<file path="src/rtl/mod_counter_chain_pkg.sv">
// Shared types for the mixed-radix counter chain.
// Holds the per-edge action select used by every digit and the top.
package mod_counter_chain_pkg;

    typedef enum logic [1:0] {
        ACT_HOLD,
        ACT_COUNT,
        ACT_LOAD,
        ACT_CLEAR
    } act_e;

    // Clear beats Load beats counting.
    function automatic act_e sel_act(logic clear, logic load, logic adv);
        act_e a;
        a = ACT_HOLD;
        if (clear) a = ACT_CLEAR;
        else if (load) a = ACT_LOAD;
        else if (adv) a = ACT_COUNT;
        return a;
    endfunction

endpackage

</file>
<file path="src/rtl/mod_counter_chain_digit.sv">
// One modulo-(MAXV+1) digit with up/down count, clamped load and
// a registered wrap pulse.
module mod_counter_digit
    import mod_counter_chain_pkg::*;
#(
    parameter int              W    = 4,
    parameter logic [W-1:0]    MAXV = '1
) (
    input  logic         Clock,
    input  logic         Reset_n,
    input  logic         Clear,
    input  logic         Load,
    input  logic [W-1:0] D,
    input  logic         Adv,
    input  logic         Up,
    output logic [W-1:0] Q,
    output logic         Term,
    output logic         Carry
);

    logic [W-1:0] q_q, q_d;
    logic         carry_q, carry_d;
    act_e         act;

    assign Term = Up ? (q_q == MAXV) : (q_q == '0);
    assign act  = sel_act(Clear, Load, Adv);

    always_comb begin
        q_d     = q_q;
        carry_d = 1'b0;
        unique case (act)
            ACT_CLEAR: q_d = '0;
            ACT_LOAD:  q_d = (D > MAXV) ? MAXV : D;
            ACT_COUNT: begin
                carry_d = Term;
                if (Term) q_d = Up ? '0 : MAXV;
                else      q_d = Up ? q_q + W'(1) : q_q - W'(1);
            end
            ACT_HOLD:  q_d = q_q;
        endcase
    end

    always_ff @(posedge Clock or negedge Reset_n) begin
        if (!Reset_n) begin
            q_q     <= '0;
            carry_q <= 1'b0;
        end else begin
            q_q     <= q_d;
            carry_q <= carry_d;
        end
    end

    assign Q     = q_q;
    assign Carry = carry_q;

endmodule

</file>
<file path="src/rtl/mod_counter_chain.sv">
// Cascade of STAGES modulo digits with ripple advance, per-digit
// wrap pulses and a sticky whole-chain overflow flag.
module mod_counter_chain
    import mod_counter_chain_pkg::*;
#(
    parameter int                     STAGES = 4,
    parameter int                     W      = 4,
    parameter logic [STAGES*W-1:0]    MAXV   = 16'h9999
) (
    input  logic                Clock,
    input  logic                Reset_n,
    input  logic                Enable,
    input  logic                Up,
    input  logic                Clear,
    input  logic                Load,
    input  logic [STAGES*W-1:0] D,
    output logic [STAGES*W-1:0] Q,
    output logic [STAGES-1:0]   Carry,
    output logic                Ovf
);

    logic [STAGES-1:0] adv;
    logic [STAGES-1:0] term;
    logic              ovf_q, ovf_d;
    act_e              act;

    // Advance ripples through every terminal digit within one cycle.
    always_comb begin
        adv[0] = Enable;
        for (int i = 1; i < STAGES; i++) begin
            adv[i] = adv[i-1] & term[i-1];
        end
    end

    for (genvar g = 0; g < STAGES; g++) begin : g_digit
        mod_counter_digit #(
            .W    (W),
            .MAXV (MAXV[g*W +: W])
        ) u_digit (
            .Clock   (Clock),
            .Reset_n (Reset_n),
            .Clear   (Clear),
            .Load    (Load),
            .D       (D[g*W +: W]),
            .Adv     (adv[g]),
            .Up      (Up),
            .Q       (Q[g*W +: W]),
            .Term    (term[g]),
            .Carry   (Carry[g])
        );
    end

    assign act = sel_act(Clear, Load, Enable);

    always_comb begin
        ovf_d = ovf_q;
        unique case (act)
            ACT_CLEAR, ACT_LOAD: ovf_d = 1'b0;
            ACT_COUNT: ovf_d = ovf_q | (adv[STAGES-1] & term[STAGES-1]);
            ACT_HOLD:  ovf_d = ovf_q;
        endcase
    end

    always_ff @(posedge Clock or negedge Reset_n) begin
        if (!Reset_n) ovf_q <= 1'b0;
        else          ovf_q <= ovf_d;
    end

    assign Ovf = ovf_q;

endmodule

</file>
<file path="config.mk">
export PLATFORM = sky130hd
export DESIGN_NAME = mod_counter_chain
export DESIGN_NICKNAME = d
export VERILOG_FILES = /design/src/rtl/mod_counter_chain_pkg.sv /design/src/rtl/mod_counter_chain_digit.sv /design/src/rtl/mod_counter_chain.sv
export SDC_FILE = /design/constraint.sdc
export NUM_CORES = 1
export LEC_CHECK = 0
export BUFFER_PORTS_ARGS = -buffer_cell sky130_fd_sc_hd__buf_2
export CAP_MARGIN = 20
export CORE_MARGIN = 2
export CORE_UTILIZATION = 50
export CTS_BUF_LIST = sky130_fd_sc_hd__clkbuf_4 sky130_fd_sc_hd__clkbuf_8 sky130_fd_sc_hd__clkbuf_16
export CTS_CLUSTER_DIAMETER = 80
export DETAILED_ROUTE_END_ITERATION = 16
export GPL_ROUTABILITY_DRIVEN = 0
export GPL_TIMING_DRIVEN = 0
export PLACE_DENSITY = 0.77
export SYNTH_ARGS = -nofsm -noshare
export SYNTH_HDL_FRONTEND = slang
export SYNTH_SLANG_ARGS = --single-unit
</file>
<file path="constraint.sdc">
create_clock -name Clock -period 2.5 [get_ports Clock]
set_clock_uncertainty 0.15 [all_clocks]
set_input_delay 0.125 -clock Clock [delete_from_list [all_inputs] [get_ports Clock]]
set_output_delay 0.125 -clock Clock [all_outputs]
set_load 0.01 [all_outputs]
</file>
## After elaboration in Yosys (flattened, before gate mapping)

Index checks and enable logic that the tools add are counted.

- Register bits after elaboration: 21
- Output and inout port bits: 21
- Word-level logic and storage cells: 89

- Add/subtract/negate cells: 8
- Magnitude comparators: 4
- Equality and inequality tests: 16
- Muxes and demuxes: 38
- Bitwise logic cells: 5
- Reduce and logical (&&, ||, !) cells: 9

Operators by type and width:

| cell | count |
|---|---|
| 4-bit 2-to-1 mux | 13 |
| 4-bit case mux with 3 select lines | 4 |
| 4-bit by 1-bit adder with 4-bit output (second input constant) | 4 |
| 2-bit equality test (second input constant) | 8 |
| 4-bit equality test (second input constant) | 4 |
| 4-bit > comparator (second input constant) | 4 |
| 4-bit zero test | 4 |
| 2-bit 2-to-1 mux | 8 |
| 4-bit by 1-bit subtractor with 4-bit output (second input constant) | 4 |
| 1-bit 2-to-1 mux | 12 |
| 2-bit by 1-bit equality test with 1-bit output (second input constant) | 4 |
| 2-bit zero test | 4 |
| 1-bit AND | 4 |
| 1-bit case mux with 2 select lines | 1 |
| 2-bit OR reduction | 1 |
| 1-bit OR | 1 |

## Depth between registers and ports, before layout

Gate-level depths: netlist (run 1).

- Depth after elaboration: 10
- Depth in mapped cells: 9
- Gate-level depth less buffers: 7

## Cells and area by module

Synthesis (run 1) repeated with hierarchy kept, for this count alone.

- Cells, all modules: 203
- Area, all modules: 1809.2 µm²

By module, submodules not included:

| module | times used | cells an instance | area each (µm²) |
|---|---|---|---|
| mod_counter_digit | 4 | 49 | 434.2 |
| mod_counter_chain | 1 | 7 | 72.6 |

## Worst setup path after synthesis (run 1)

Ideal clock, no wire load.

- Path type: input to register
- Start point: input Up
- End point: register g_digit[3].u_digit.q_q[3]
- Arrival: 1.811 ns
- Required time: 2.219 ns
- Path slack: 0.408 ns
- Cell stages on the path: 9
- Path buffers: 2
- Cells stage by stage: buf_2 -> clkbuf_1 -> inv_1 -> ha_1 -> a21oi_1 -> and2_1 -> xnor2_1 -> a221oi_1 -> o31ai_1

- Cells in the longest elaborated chain, start to end: 9
- Elaborated cells on any way between the ends: 18

Ends and longest elaborated chain:

| item | RTL line | RTL |
|---|---|---|
| start: declaration | mod_counter_chain.sv:13 | `input logic Up,` |
| 1-bit 2-to-1 mux | mod_counter_chain_digit.sv:25 | `assign Term = Up ? (q_q == MAXV) : (q_q == '0);` |
| 1-bit AND (3 in series) | mod_counter_chain.sv:31 | `adv[i] = adv[i-1] & term[i-1];` |
| 1-bit 2-to-1 mux | mod_counter_chain_pkg.sv:18 | `else if (adv) a = ACT_COUNT;` |
| 2-bit 2-to-1 mux | mod_counter_chain_pkg.sv:17 | `else if (load) a = ACT_LOAD;` |
| 2-bit 2-to-1 mux | mod_counter_chain_pkg.sv:16 | `if (clear) a = ACT_CLEAR;` |
| 2-bit by 1-bit equality test with 1-bit output / 2-bit equality test (equally long branches) | mod_counter_chain_digit.sv:31 | `unique case (act)` |
| 4-bit case mux with 3 select lines | mod_counter_chain_digit.sv:31 |  |
| end signal: assignment | mod_counter_chain_digit.sv:48 | `q_q <= q_d;` |
| end: declaration | mod_counter_chain_digit.sv:21 | `logic [W-1:0] q_q, q_d;` |

Parallel ways exist; a longest one is shown, timed or not.
A chain may end at the register's enable or synchronous reset.

## Final worst setup path (run 1)

Ends and elaborated chain as after synthesis.

==> results.json, run 1 <==
{
  "outcome": "complete, no violations",
  "overall_global_routing_usage_pct": 21.9,
  "number_of_buffers_added_by_the_clock_tree_synthesis_step": 3,
  "grt_first_pass_wirelength_mm": 6.87,
  "timing.hold.worst_path_depth": 3,
  "layout-drive-gt1-share_pct": 25.1,
  "critPathArrivalTime_ps": 2220,
  "power_per_cell_area_mw_per_mm2": 425,
  "min_to": "g_digit[3].u_digit.Q[2]",
  "timing.reg2reg.worst_path_depth": 5,
  "synth.largest_area_cell": "dfrtp_1",
  "seq_area_frac_synth_pct": 30.5,
  "grt_max_degree": 22,
  "clock_tree.root_cell": "clkbuf_4",
  "route.antenna.remaining_nets": 0,
  "min_path_type": "in2reg",
  "dieWidth_um": 62.7,
  "antenna_diodes": 0,
  "cts_num_sinks": 21,
  "die_y_um": 62.7,
  "critPathKind": "in2reg",
  "post-cts-setup-buffer-count": 0,
  "cts.reportedPaths.clkPinSlew_ps": 140,
  "global_route.overflow_total": 0,
  "static-leakage-power_uw": 0.000992,
  "rr_endpoint": "g_digit[3].u_digit.Q[0]",
  "layout_commonest_cell": "buf_2",
  "maxCapViolations": 0,
  "placedCellCount": 277,
  "finalHoldViolations": 0,
  "synth_cells": 191,
  "mappedNetlistArea_mm2": 0.00172,
  "layout-area-overhead-vs-synth_pct": 24.1,
  "detailedRoute.firstPassIterationCount": 4,
  "synth.top_cells.by_area": "dfrtp_1 (31%), ha_1 (5.8%), fa_1 (4.7%), nor2_1 (3.9%), xnor2_1 (3.6%)",
  "report.final.setup_viol": 0,
  "floorplan.initialDensity_pct": 52.0,
  "rows": 21,
  "hold_path.startpoint": "D[14]",
  "max_slew.worst_pin.slew_ps": 617,
  "post_dp_area_mm2": 0.00198,
  "core_footprint_mm2": 0.00331,
  "worstPathRequired_ps": 2580,
  "num-nets-final": 282,
  "clock_latency_ps": 320,
  "worst_r2r_startpoint": "g_digit[2].u_digit.Q[0]",
  "worst_setup_path_start_kind": "primary input",
  "clock_tree.buffer_depth": 2,
  "cp-startpoint": "Up",
  "synth_warn": 0,
  "yosys.area.top_type_share_pct": 30.5,
  "synth_enable_flop_cells": 0,
  "yosysUniqueCellTypes": 57,
  "synth-seq-cells": 21,
  "grt_setup_unrepaired": "no",
  "post_synth_net_total": 225,
  "crit_path_end_kind": "register",
  "mostFrequentLayoutCells": "buf_2 (42), dfrtp_1 (21), nor2_1 (18), dlygate4sd3_1 (13), inv_1 (12)",
  "max-vdd-ir-drop_v": 0.000251,
  "regToRegSetupSlack_ps": 390,
  "io_buffers": 40,
  "fin_area_mm2": 0.00213,
  "postSynth.asyncResetShare_pct": 100,
  "timing.fmax_mhz": 467,
  "die_area_mm2": 0.00393,
  "min_period_ps": 2140,
  "antenna_found_initial": 0,
  "post-route-util_pct": 64.5,
  "post_drt_wl_per_cell_um": 14.3,
  "post-layout-total-power_uw": 907,
  "hpwl_mm": 3.01,
  "initialDrtViolationCount": 102,
  "ctsHtreeMaxLevel": 1,
  "wirelength_mm": 4.20,
  "ctsResizeCount": 0,
  "final-max-slew-violation-count": 0,
  "layout.cells.non_filler": 293,
  "per_cell_via_count_in_the_routed_design": 5.63,
  "timing.max_slew.rel_slack_pct": 58.9,
  "first_global_vias": 1497,
  "totalNegativeSetupSlack_ps": 0,
  "ioPinCount": 43,
  "timing.final.crit_share_pct": 85.7,
  "average_cell_area_after_synthesis_um2": 9.01,
  "drc_errors_left": 0,
  "vias": 1650,
  "timing.critical_path.fanout_max": 19,
  "tritoncts": "built",
  "postSynth.topFlopCell": "dfrtp_1"
}
-- Yosys cell counts, drive strengths merged (2+ instances only) --
cell type / count
a211oi: 3
a21boi: 2
a21o: 4
a21oi: 9
a221oi: 8
a22oi: 2
a311oi: 2
a31oi: 4
a32oi: 2
and2: 2
and3: 2
buf: 8
clkbuf: 6
dfrtp: 21
fa: 4
ha: 8
inv: 12
nand2: 8
nand2b: 4
nand3: 6
nor2: 19
nor2b: 2
nor3: 5
nor3b: 2
o211ai: 2
o21a: 3
o21ai: 10
o31ai: 3
or2: 2
or3: 3
xnor2: 7
-- worst max path at each step --
| stage | end | slack, ps | cells after the start |
|---|---|---|---|
| after floorplan | g_digit[3].u_digit.Q[3] | 410 | 9 |
| after detailed placement | g_digit[3].u_digit.Q[3] | -290 | 10 |
| final | g_digit[3].u_digit.Q[3] | 360 | 9 |
| after global placement | g_digit[3].u_digit.Q[3] | -260 | 10 |
| after global routing | g_digit[3].u_digit.Q[3] | 190 | 9 |
| after CTS | g_digit[3].u_digit.Q[3] | 30 | 10 |
-- routing by layer --
metal  vias to the layer above  part of all wire (%)  global-route usage, %
li1                        813                     -                      -
met1                       780                    46                   28.8
met2                        55                    49                   38.2
met3                         2                   4.6                   2.16
met4                         0                  0.45                   6.39
met5                         -                     0                      0
-- kinds of logic (layout without fill, tap and decap cells) --
| kind of cell | after synthesis | after routing | synth area share (%) |
|---|---|---|---|
| multiplexers | 1 | 1 | 0.872 |
| adder cells (fa/ha/maj) | 12 | 12 | 10.5 |
| flip-flops | 21 | 21 | 30.5 |
| AND/OR/NAND/NOR | 59 | 59 | 17.8 |
| AO/OA/AOI/OAI | 64 | 64 | 29.1 |
| XOR/XNOR | 8 | 8 | 4.07 |
| buffers and inverters | 26 | 82 | 7.13 |
-- power breakdown --
group	internal [uW]	switching, uW	leakage [uW]
Sequential	362	33.4	0.000279
Clock	61.0	118	0.0000139
Combinational	153	180	0.000699
-- critical path, cell delays in order --
cell       delay, ps
buf_2            190
buf_2            340
inv_1            280
ha_1             400
a21oi_1          180
and2_1           210
nor4_1            60
a2bb2oi_1        150
o31ai_1          270
-- stage by stage --
stage | worst slack [ps] | hold WS [ps]
CTS | 26.6 | 2.08
detailed placement | -292 | -34.2
finish | 358 | 27.8
global route | 189 | 21.0
global placement | -261 | -32.9
floorplan | 408 | -321
-- what timing repair did --
item / in CTS / in global routing
hold endpoints to repair: 33 / 1
hold buffers: 12 / 1
endpoints found under the setup margin: 0 / 4
-- cell type report --
cell class	instances	area [um^2]
well taps	46	57.6
inverters	12	45.0
repair buffers	53	330
multi-input cells	144	1070
flip-flops and latches	21	526
plain buffers	13	73.8
clock inverters	1	7.51
fillers	302	1180
clock buffers	3	22.5
-- sequential cells by signal, indices dropped and copies added, names as in the netlist --
name / cells
Ovf: 1
g_digit.u_digit.Carry: 4
g_digit.u_digit.Q: 16
Note: power is estimated with default switching activity, not from simulation.
==> run 2: changes to the inputs <==
BUFFER_PORTS_ARGS = default   (was -buffer_cell sky130_fd_sc_hd__buf_2)
DONT_BUFFER_PORTS = 1   (was default)
PLACE_DENSITY = 0.66   (was 0.77)
==> run 2 against run 1 <==
Worst setup slack got worse by 200 ps. Design area decreased by 4.1%. Clock power increased by 3%. Combinational power decreased by 6.6%. Die area unchanged.
==> results.json, run 2 (synthesis gave the netlist of run 1 again) <==
{
  "drc_errors_left": 0,
  "post_drt_wl_per_cell_um": 17.2,
  "grt_first_pass_wirelength_mm": 7.73,
  "hpwl_mm": 3.18,
  "clock_tree.buffer_depth": 2,
  "layout-area-overhead-vs-synth_pct": 19.0,
  "timing.max_slew.rel_slack_pct": 59.8,
  "timing.fmax_mhz": 427,
  "grt_max_degree": 22,
  "post_dp_area_mm2": 0.00178,
  "critPathArrivalTime_ps": 2460,
  "layout.cells.non_filler": 263,
  "global_route.overflow_total": 0,
  "crit_slowest_cell": "dlygate4sd3_1",
  "fillCellCount": 305,
  "post-cts-setup-buffer-count": 0,
  "vias": 1613,
  "worst_setup_path_start_kind": "register",
  "cts_num_sinks": 21,
  "max_stage_delay_ps": 580,
  "cts.reportedPaths.clkPinSlew_ps": 130,
  "ioPinCount": 43,
  "totalNegativeSetupSlack_ps": 0,
  "crit_path_end_kind": "register",
  "critPathKind": "reg2reg",
  "rows": 21,
  "die_y_um": 62.7,
  "number_of_buffers_added_by_the_clock_tree_synthesis_step": 3,
  "min_path_type": "in2reg",
  "tritoncts": "built",
  "outcome": "complete, no violations",
  "ctsHtreeMaxLevel": 1,
  "final-max-slew-violation-count": 0,
  "detailedRoute.firstPassIterationCount": 4,
  "io_buffers": 0,
  "num-nets-final": 252,
  "fin_ws_ps": 157,
  "core_footprint_mm2": 0.00331,
  "max-vdd-ir-drop_v": 0.000243,
  "finalHoldViolations": 0,
  "initialDrtViolationCount": 110,
  "report.final.setup_viol": 0,
  "floorplan.initialDensity_pct": 52.0,
  "route.antenna.remaining_nets": 0,
  "number_of_flip_flops_under_the_largest_register_name": 16,
  "maxCapViolations": 0,
  "dieWidth_um": 62.7,
  "per_cell_via_count_in_the_routed_design": 6.13,
  "overall_global_routing_usage_pct": 24.6,
  "worstPathRequired_ps": 2610,
  "layout-drive-gt1-share_pct": 11.1,
  "cp_cell_sequence": "or3_4 -> a21boi_2 -> xnor2_1 -> a221oi_1 -> dlygate4sd3_1",
  "wirelength_mm": 4.54,
  "mostFrequentLayoutCells": "dfrtp_1 (21), dlygate4sd3_1 (21), nor2_1 (18), inv_1 (12)",
  "placedCellCount": 237,
  "timing.final.crit_share_pct": 93.7,
  "die_area_mm2": 0.00393,
  "timing.critical_path.fanout_max": 6,
  "antenna_found_initial": 0,
  "sequential_cell_area_um2": 526,
  "static-leakage-power_uw": 0.000866,
  "clock_latency_ps": 310,
  "power_per_cell_area_mw_per_mm2": 442,
  "max_slew.worst_pin.slew_ps": 597,
  "clock_tree.root_cell": "clkbuf_4",
  "grt_setup_unrepaired": "no",
  "place_ws_ps": -87.2,
  "min_period_ps": 2340,
  "fin_area_mm2": 0.00205,
  "multi_input_comb_area_mm2": 0.00107,
  "antenna_diodes": 0,
  "first_global_vias": 1636
}
## run 2: power breakdown
| group | leakage, uW | switching (uW) | internal (uW) |
|---|---|---|---|
| Clock | 0.0000184 | 112 | 73.1 |
| Combinational | 0.000568 | 166 | 143 |
| Sequential | 0.000279 | 47.8 | 362 |
## run 2: routing by layer
metal	global-route usage (%)	up-vias	routed length [um]
li1	-	760	-
met1	30.5	779	1890
met2	42.5	59	2280
met3	4.32	15	266
met4	9.72	0	99
met5	0	-	0
## run 2: final timing paths
path,startpoint,end,cells past startpoint,slack [ps]
hold / removal,Up,g_digit[2].u_digit.Q[1],4,30
hold reg to reg,Ovf,Ovf,2,450
max in group asynchronous,Reset_n,g_digit[3].u_digit.Carry,3,1360
setup reg to reg,g_digit[0].u_digit.Q[0],g_digit[1].u_digit.Q[0],5,160
setup / recovery,g_digit[0].u_digit.Q[0],g_digit[1].u_digit.Q[0],5,160
min in group asynchronous,Reset_n,g_digit[3].u_digit.Q[1],2,480
## run 2: layout make-up
type | count | share of cell area (%)
Clock buffer | 4 | 1.47
Tap cell | 46 | 2.81
Buffer | 14 | 3.85
Timing Repair Buffer | 22 | 11.6
Sequential cell | 21 | 25.7
Inverter | 12 | 2.20
Multi-Input combinational cell | 144 | 52.4
## run 2: timing repair
item | 4_1_cts | 5_1_grt
endpoints found under the hold margin | 40 | 1
setup endpoints to repair | 0 | 1
hold buffers | 20 | 1
resized for setup | 0 | 2
## run 2: per-stage QoR
stage               util (%)  hold WS, ps  power [uW]
floorplan                  -         -321         620
global placement        53.7         -320         664
detailed placement      53.7         -320         678
CTS                     60.7         15.0         897
global route            61.8         22.3         963
finish                  61.8         25.9         904
## run 2: critical path, delay by kind of cell (launching register included)
family	cells	cell delay (ps)
and+or+nand+nor	1	400
buffers and inverters	1	580
AOI/OAI and AO/OA	2	550
DFF	1	520
xor gates and xnor gates	1	100
